`src/rtl/if_stage_if.sv`:
```
// Instruction-memory request bus between the fetch stage (master) and the memory (slave).
interface if_stage_if #(
  parameter int WORD_WIDTH = 32
);
  logic                  imem_req;
  logic [WORD_WIDTH-1:0] imem_addr;
  logic                  imem_ready;
  logic [WORD_WIDTH-1:0] imem_rdata;

  modport master (
    output imem_req,
    output imem_addr,
    input  imem_ready,
    input  imem_rdata
  );

  modport slave (
    input  imem_req,
    input  imem_addr,
    output imem_ready,
    output imem_rdata
  );
endinterface

```
`src/rtl/if_stage.sv`:
```
// Instruction fetch stage: request FSM, fetch PC and a small buffer of fetched
// {address, instruction} pairs feeding decode, with branch flush and stall.
module if_stage #(
  parameter int WORD_WIDTH = 32,
  parameter int FIFO_DEPTH = 2
) (
  input  logic                  clk,
  input  logic                  rst,
  input  logic                  Freeze,
  input  logic                  Branch_taken,
  input  logic [WORD_WIDTH-1:0] Branch_address,
  if_stage_if.master            imem,
  output logic                  valid_out,
  output logic [WORD_WIDTH-1:0] instruction_out,
  output logic [WORD_WIDTH-1:0] PC_out
);
  localparam int                    PTR_W   = $clog2(FIFO_DEPTH);
  localparam int                    CNT_W   = $clog2(FIFO_DEPTH) + 1;
  localparam logic [CNT_W-1:0]      DEPTH_C = CNT_W'(FIFO_DEPTH);
  localparam logic [WORD_WIDTH-1:0] STEP    = WORD_WIDTH'(4);

  // state     | meaning
  // S_IDLE    | no request outstanding; may issue at r_fetch_pc
  // S_FETCH   | request outstanding, result will be buffered
  // S_DISCARD | request outstanding, result dropped (branch hit mid-request)
  typedef enum logic [1:0] {S_IDLE, S_FETCH, S_DISCARD} state_t;

  state_t                r_state;
  logic [WORD_WIDTH-1:0] r_fetch_pc;
  logic [WORD_WIDTH-1:0] r_disc_addr;
  logic [WORD_WIDTH-1:0] r_buf_addr [FIFO_DEPTH];
  logic [WORD_WIDTH-1:0] r_buf_data [FIFO_DEPTH];
  logic [PTR_W-1:0]      r_wr_ptr;
  logic [PTR_W-1:0]      r_rd_ptr;
  logic [CNT_W-1:0]      r_count;

  logic w_issue;
  logic w_done;
  logic w_push;
  logic w_pop;

  always_comb begin
    w_issue         = rst && (r_state == S_IDLE) && (r_count < DEPTH_C) && !Branch_taken;
    w_done          = (w_issue || (r_state == S_FETCH)) && imem.imem_ready;
    w_push          = w_done && !Branch_taken;
    valid_out       = (r_count != '0);
    w_pop           = valid_out && !Freeze && !Branch_taken;
    imem.imem_req   = w_issue || (r_state != S_IDLE);
    imem.imem_addr  = (r_state == S_DISCARD) ? r_disc_addr : r_fetch_pc;
    instruction_out = valid_out ? r_buf_data[r_rd_ptr] : '0;
    PC_out          = valid_out ? (r_buf_addr[r_rd_ptr] + STEP) : '0;
  end

  always_ff @(posedge clk or negedge rst) begin
    if (!rst) begin
      r_state     <= S_IDLE;
      r_fetch_pc  <= '0;
      r_disc_addr <= '0;
    end else begin
      case (r_state)
        S_IDLE: begin
          if (Branch_taken) begin
            r_fetch_pc <= Branch_address;
          end else if (w_issue) begin
            // zero-wait memory completes in the issue cycle and stays in IDLE
            if (imem.imem_ready) r_fetch_pc <= r_fetch_pc + STEP;
            else                 r_state    <= S_FETCH;
          end
        end
        S_FETCH: begin
          if (imem.imem_ready) begin
            r_state    <= S_IDLE;
            r_fetch_pc <= Branch_taken ? Branch_address : (r_fetch_pc + STEP);
          end else if (Branch_taken) begin
            r_state     <= S_DISCARD;
            r_disc_addr <= r_fetch_pc;
            r_fetch_pc  <= Branch_address;
          end
        end
        S_DISCARD: begin
          if (Branch_taken)    r_fetch_pc <= Branch_address;
          if (imem.imem_ready) r_state    <= S_IDLE;
        end
        default: r_state <= S_IDLE;
      endcase
    end
  end

  always_ff @(posedge clk or negedge rst) begin
    if (!rst) begin
      r_wr_ptr <= '0;
      r_rd_ptr <= '0;
      r_count  <= '0;
    end else if (Branch_taken) begin
      r_wr_ptr <= '0;
      r_rd_ptr <= '0;
      r_count  <= '0;
    end else begin
      if (w_push) r_wr_ptr <= r_wr_ptr + PTR_W'(1);
      if (w_pop)  r_rd_ptr <= r_rd_ptr + PTR_W'(1);
      case ({w_push, w_pop})
        2'b10:   r_count <= r_count + CNT_W'(1);
        2'b01:   r_count <= r_count - CNT_W'(1);
        default: r_count <= r_count;
      endcase
    end
  end

  always_ff @(posedge clk) begin
    if (w_push) begin
      r_buf_addr[r_wr_ptr] <= imem.imem_addr;
      r_buf_data[r_wr_ptr] <= imem.imem_rdata;
    end
  end
endmodule
```
`src/flat_wrapper.sv`:
```
// flat-port wrapper written by rule: the top's interface ports become plain ports
module if_stage_flat 
#(
  parameter int WORD_WIDTH = 32,
  parameter int FIFO_DEPTH = 2
)
  (clk, rst, Freeze, Branch_taken, Branch_address, valid_out, instruction_out, PC_out, imem_imem_req, imem_imem_addr, imem_imem_ready, imem_imem_rdata);
  if_stage_if #(.WORD_WIDTH(WORD_WIDTH)) imem_i ();
  input  logic clk;
  input  logic rst;
  input  logic Freeze;
  input  logic Branch_taken;
  input  logic [WORD_WIDTH-1:0] Branch_address;
  output logic valid_out;
  output logic [WORD_WIDTH-1:0] instruction_out;
  output logic [WORD_WIDTH-1:0] PC_out;
  output wire logic [$bits(imem_i.imem_req)-1:0] imem_imem_req;
  output wire logic [$bits(imem_i.imem_addr)-1:0] imem_imem_addr;
  input wire logic [$bits(imem_i.imem_ready)-1:0] imem_imem_ready;
  input wire logic [$bits(imem_i.imem_rdata)-1:0] imem_imem_rdata;
  assign imem_imem_req = imem_i.imem_req;
  assign imem_imem_addr = imem_i.imem_addr;
  assign imem_i.imem_ready = imem_imem_ready;
  assign imem_i.imem_rdata = imem_imem_rdata;
  if_stage #(.WORD_WIDTH(WORD_WIDTH), .FIFO_DEPTH(FIFO_DEPTH)) u_core (.clk(clk), .rst(rst), .Freeze(Freeze), .Branch_taken(Branch_taken), .Branch_address(Branch_address), .imem(imem_i), .valid_out(valid_out), .instruction_out(instruction_out), .PC_out(PC_out));
endmodule
```
`config.mk`:
```
export PLATFORM = sky130hd
export DESIGN_NAME = if_stage_flat
export DESIGN_NICKNAME = d
export VERILOG_FILES = /design/src/rtl/if_stage_if.sv /design/src/rtl/if_stage.sv /design/src/flat_wrapper.sv
export SDC_FILE = /design/constraint.sdc
export NUM_CORES = 1
export LEC_CHECK = 0
export CAP_MARGIN = 20
export CORE_MARGIN = 1.5
export CORE_UTILIZATION = 49
export DETAILED_ROUTE_END_ITERATION = 6
export PLACE_DENSITY = 0.77
export SETUP_SLACK_MARGIN = 0.2
export SLEW_MARGIN = 10
export SYNTH_ARGS = -nofsm -noshare
export SYNTH_HDL_FRONTEND = slang
export SYNTH_SLANG_ARGS = --single-unit
```
`constraint.sdc`:
```
create_clock -name clk -period 6.5 [get_ports clk]
set_clock_uncertainty 0.15 [all_clocks]
set_input_delay 0.975 -clock clk [delete_from_list [all_inputs] [get_ports clk]]
set_output_delay 0.975 -clock clk [all_outputs]
set_load 0.03 [all_outputs]
```
==> impl_metrics.ini <==
[synth]
yosys_warnings = 0
synth_top_area_frac = 0.388
syn_inst = 841
yosys-top-cells-count = edfxtp_1, nor2_1, mux2_2
synthesis.nets = 917
async_reset_ff_frac = 0.354
ys.flop_type = edfxtp_1
synth.largest_area_cell = edfxtp_1
syn_area_um2 = 9900
synth_most_common_cell = edfxtp_1
avgSynthCellArea_um2 = 11.8
seq_area_frac_synth = 0.565
ys_ff_latch = 198
synth.area.top_cells = edfxtp_1, dfrtp_1, mux2_2
synth_cell_types = 66
synth_edf_count = 128

[worst_setup_path]
regToRegEndpoint = u_core.r_fetch_pc[25]
end_kind = output pin
rr_worst_depth = 8
critPathCapture = PC_out[26]
cp.required_ns = 5.37
cp.arrival_ns = 4.12
worstSetupPathType = reg2out
ff2ff_setup_slack_ns = 3.33
critical_path.startpoint_type = flop
critPathMaxFanout = 69
reg2reg_from = u_core.r_state[0]
startpoint = u_core.r_rd_ptr

[power_and_ir_drop]
p_leak_nw = 4.34
power.density_cell_area_nw_per_um2 = 415
peakVddDrop_mv = 0.221

[layout]
seq_area_um2 = 5600
layout.nets = 1066
fill_cells = 1607
drive_gt1_frac = 0.135
antennaDiodeCount = 0
fin_cells = 1268
layout-area-overhead-vs-synth_pct = 25.2
multiInputGateArea_um2 = 4090

[clock_network]
clock_latency_ns = 0.44
cts_sinks = 198
cts.clk_slew.worst_paths_ns = 0.08
htreeDepth = 4
cts_setup_buffers = 0
cts_buffers = 17
clockBufferDepth = 2
postCtsResizedCells = 0
cts_tree = built
root_buffer = clkbuf_16
ctsHoldBuffers = 0

[sta]
tightestPinTransition_ns = 1.00
relSlewSlack = 0.326
fin_hold_ws_ns = 0.257
final-max-slew-violation-count = 0
setup-tns-final_ns = 0
period_share = 0.807
finalHoldViolCount = 0
fmax_ghz = 0.191
period_needed_ns = 5.25
rsz0062_at_grt = false
setup_viol = 0

[drt]
wl_met3_um = 1370
drtPass1Iterations = 5
final_antenna_net_count = 0
drtIter0Drc = 536
drc = 0
via_per_inst = 5.81
top_layer_used = met4
wl_um = 24600
post_drt_wl_per_cell_um = 19.4
m1WireLength_um = 10900
via_count = 7365
routed-wl-met2_um = 11900

[place]
routabilityCongestion = 0.919
dp.cells = 1236
hpwl_um = 17400
portBuffers = 166

[run_status]
status = finished, final reports clean

[die]
num_rows = 51
io_pins = 167
die_area_um2 = 21100
die_w_um = 145
core-area_um2 = 19700
start_util = 0.504
die_h_um = 145

[global_route]
antenna_found_initial = 0
grt_util_all_layers = 0.235
grt_max_degree = 70
grt_pass1_vias = 7180
grt-ovfl-total = 0
grt_pass1_wl_um = 38900

[worst_hold_path]
hp-class = in2async

[flow_run]
maxCapViolCount = 0
-- final cells by class --
type,instances,share of cell area
Timing Repair Buffer,177,0.140
Clock inverter,15,0.0137
Inverter,11,0.00333
Tap cell,265,0.0267
Multi-Input combinational cell,585,0.330
Sequential cell,198,0.452
Clock buffer,17,0.0343
-- worst min-delay path by stage --
stage,from,endpoint,slack [ns],cells after the start
final,rst,u_core.r_state[1],0.26,1
after global routing,rst,u_core.r_state[0],0.26,1
after CTS,rst,u_core.r_state[1],0.25,1
after detailed placement,u_core.r_disc_addr[4],u_core.r_disc_addr[4],0.32,2
after global placement,u_core.r_disc_addr[9],u_core.r_disc_addr[9],0.31,2
after floorplan,u_core.r_disc_addr[4],u_core.r_disc_addr[4],0.30,2
-- sequential cells by signal (all words and copies together), names as in the netlist --
signal	count
u_core.r_buf_addr	64
u_core.r_buf_data	64
u_core.r_count	2
u_core.r_disc_addr	32
u_core.r_fetch_pc	32
u_core.r_rd_ptr	1
u_core.r_state	2
u_core.r_wr_ptr	1
-- layout by cell type, fill, tap and decap left out, types with 5 or more instances in the layout --
master	instances
a211oi_1	8
a21o_1	5
a21oi_1	34
a221oi_1	5
a22oi_1	10
a31oi_1	7
and2_1	6
buf_4	11
clkbuf_16	17
clkdlybuf4s50_1	165
dfrtp_1	69
edfxtp_1	128
ha_1	7
inv_1	11
mux2_2	73
mux2i_1	52
nand2_1	57
nand2b_1	5
nand3_1	36
nand3b_1	6
nand4_1	25
nand4b_1	5
nor2_1	87
nor2b_1	12
nor3_1	14
nor3b_1	5
nor4_1	6
o211ai_1	5
o21ai_0	27
o311ai_0	7
or4_1	6
xnor2_1	11
xor2_1	7
-- kinds of logic after synthesis --
| group | Yosys count | synth area share |
|---|---|---|
| AOI/OAI and AO/OA | 144 | 0.0996 |
| xor gates and xnor gates | 18 | 0.0159 |
| adders and majority gates | 7 | 0.00885 |
| buffers and inverters | 58 | 0.0246 |
| DFF | 198 | 0.565 |
| muxes | 125 | 0.136 |
| and+or+nand+nor | 291 | 0.150 |
-- power breakdown --
part,internal [W],leakage [nW],switching (W)
Sequential,0.00170,2.06,0.000280
Combinational,0.000852,2.00,0.00128
Clock,0.000521,0.288,0.000515
Total,0.00307,4.34,0.00207
-- per-stage QoR --
stage	power, W	worst slack, ns	cell area [um^2]	util
global placement	0.00405	1.82	11800	0.600
finish	0.00514	1.25	12400	0.631
CTS	0.00515	1.22	12400	0.631
floorplan	0.00328	1.40	9910	-
detailed placement	0.00411	1.73	11800	0.600
global route	0.00538	0.841	12400	0.631
-- critical path, stage by stage (launching register included) --
cell             delay (ns)
dfrtp_4                0.93
mux2_2                 0.33
ha_1                   0.20
inv_1                  0.09
a2111oi_4              0.49
nand3_1                0.31
o311a_1                0.43
nor3_1                 0.21
clkdlybuf4s50_1        0.71
-- per-layer routing --
layer	vias to the layer above	GRT usage
met5	-	0
met4	0	0.0796
met3	37	0.0431
met2	282	0.387
met1	3563	0.314
li1	3483	-
Power figures use the tool's default switching activity.
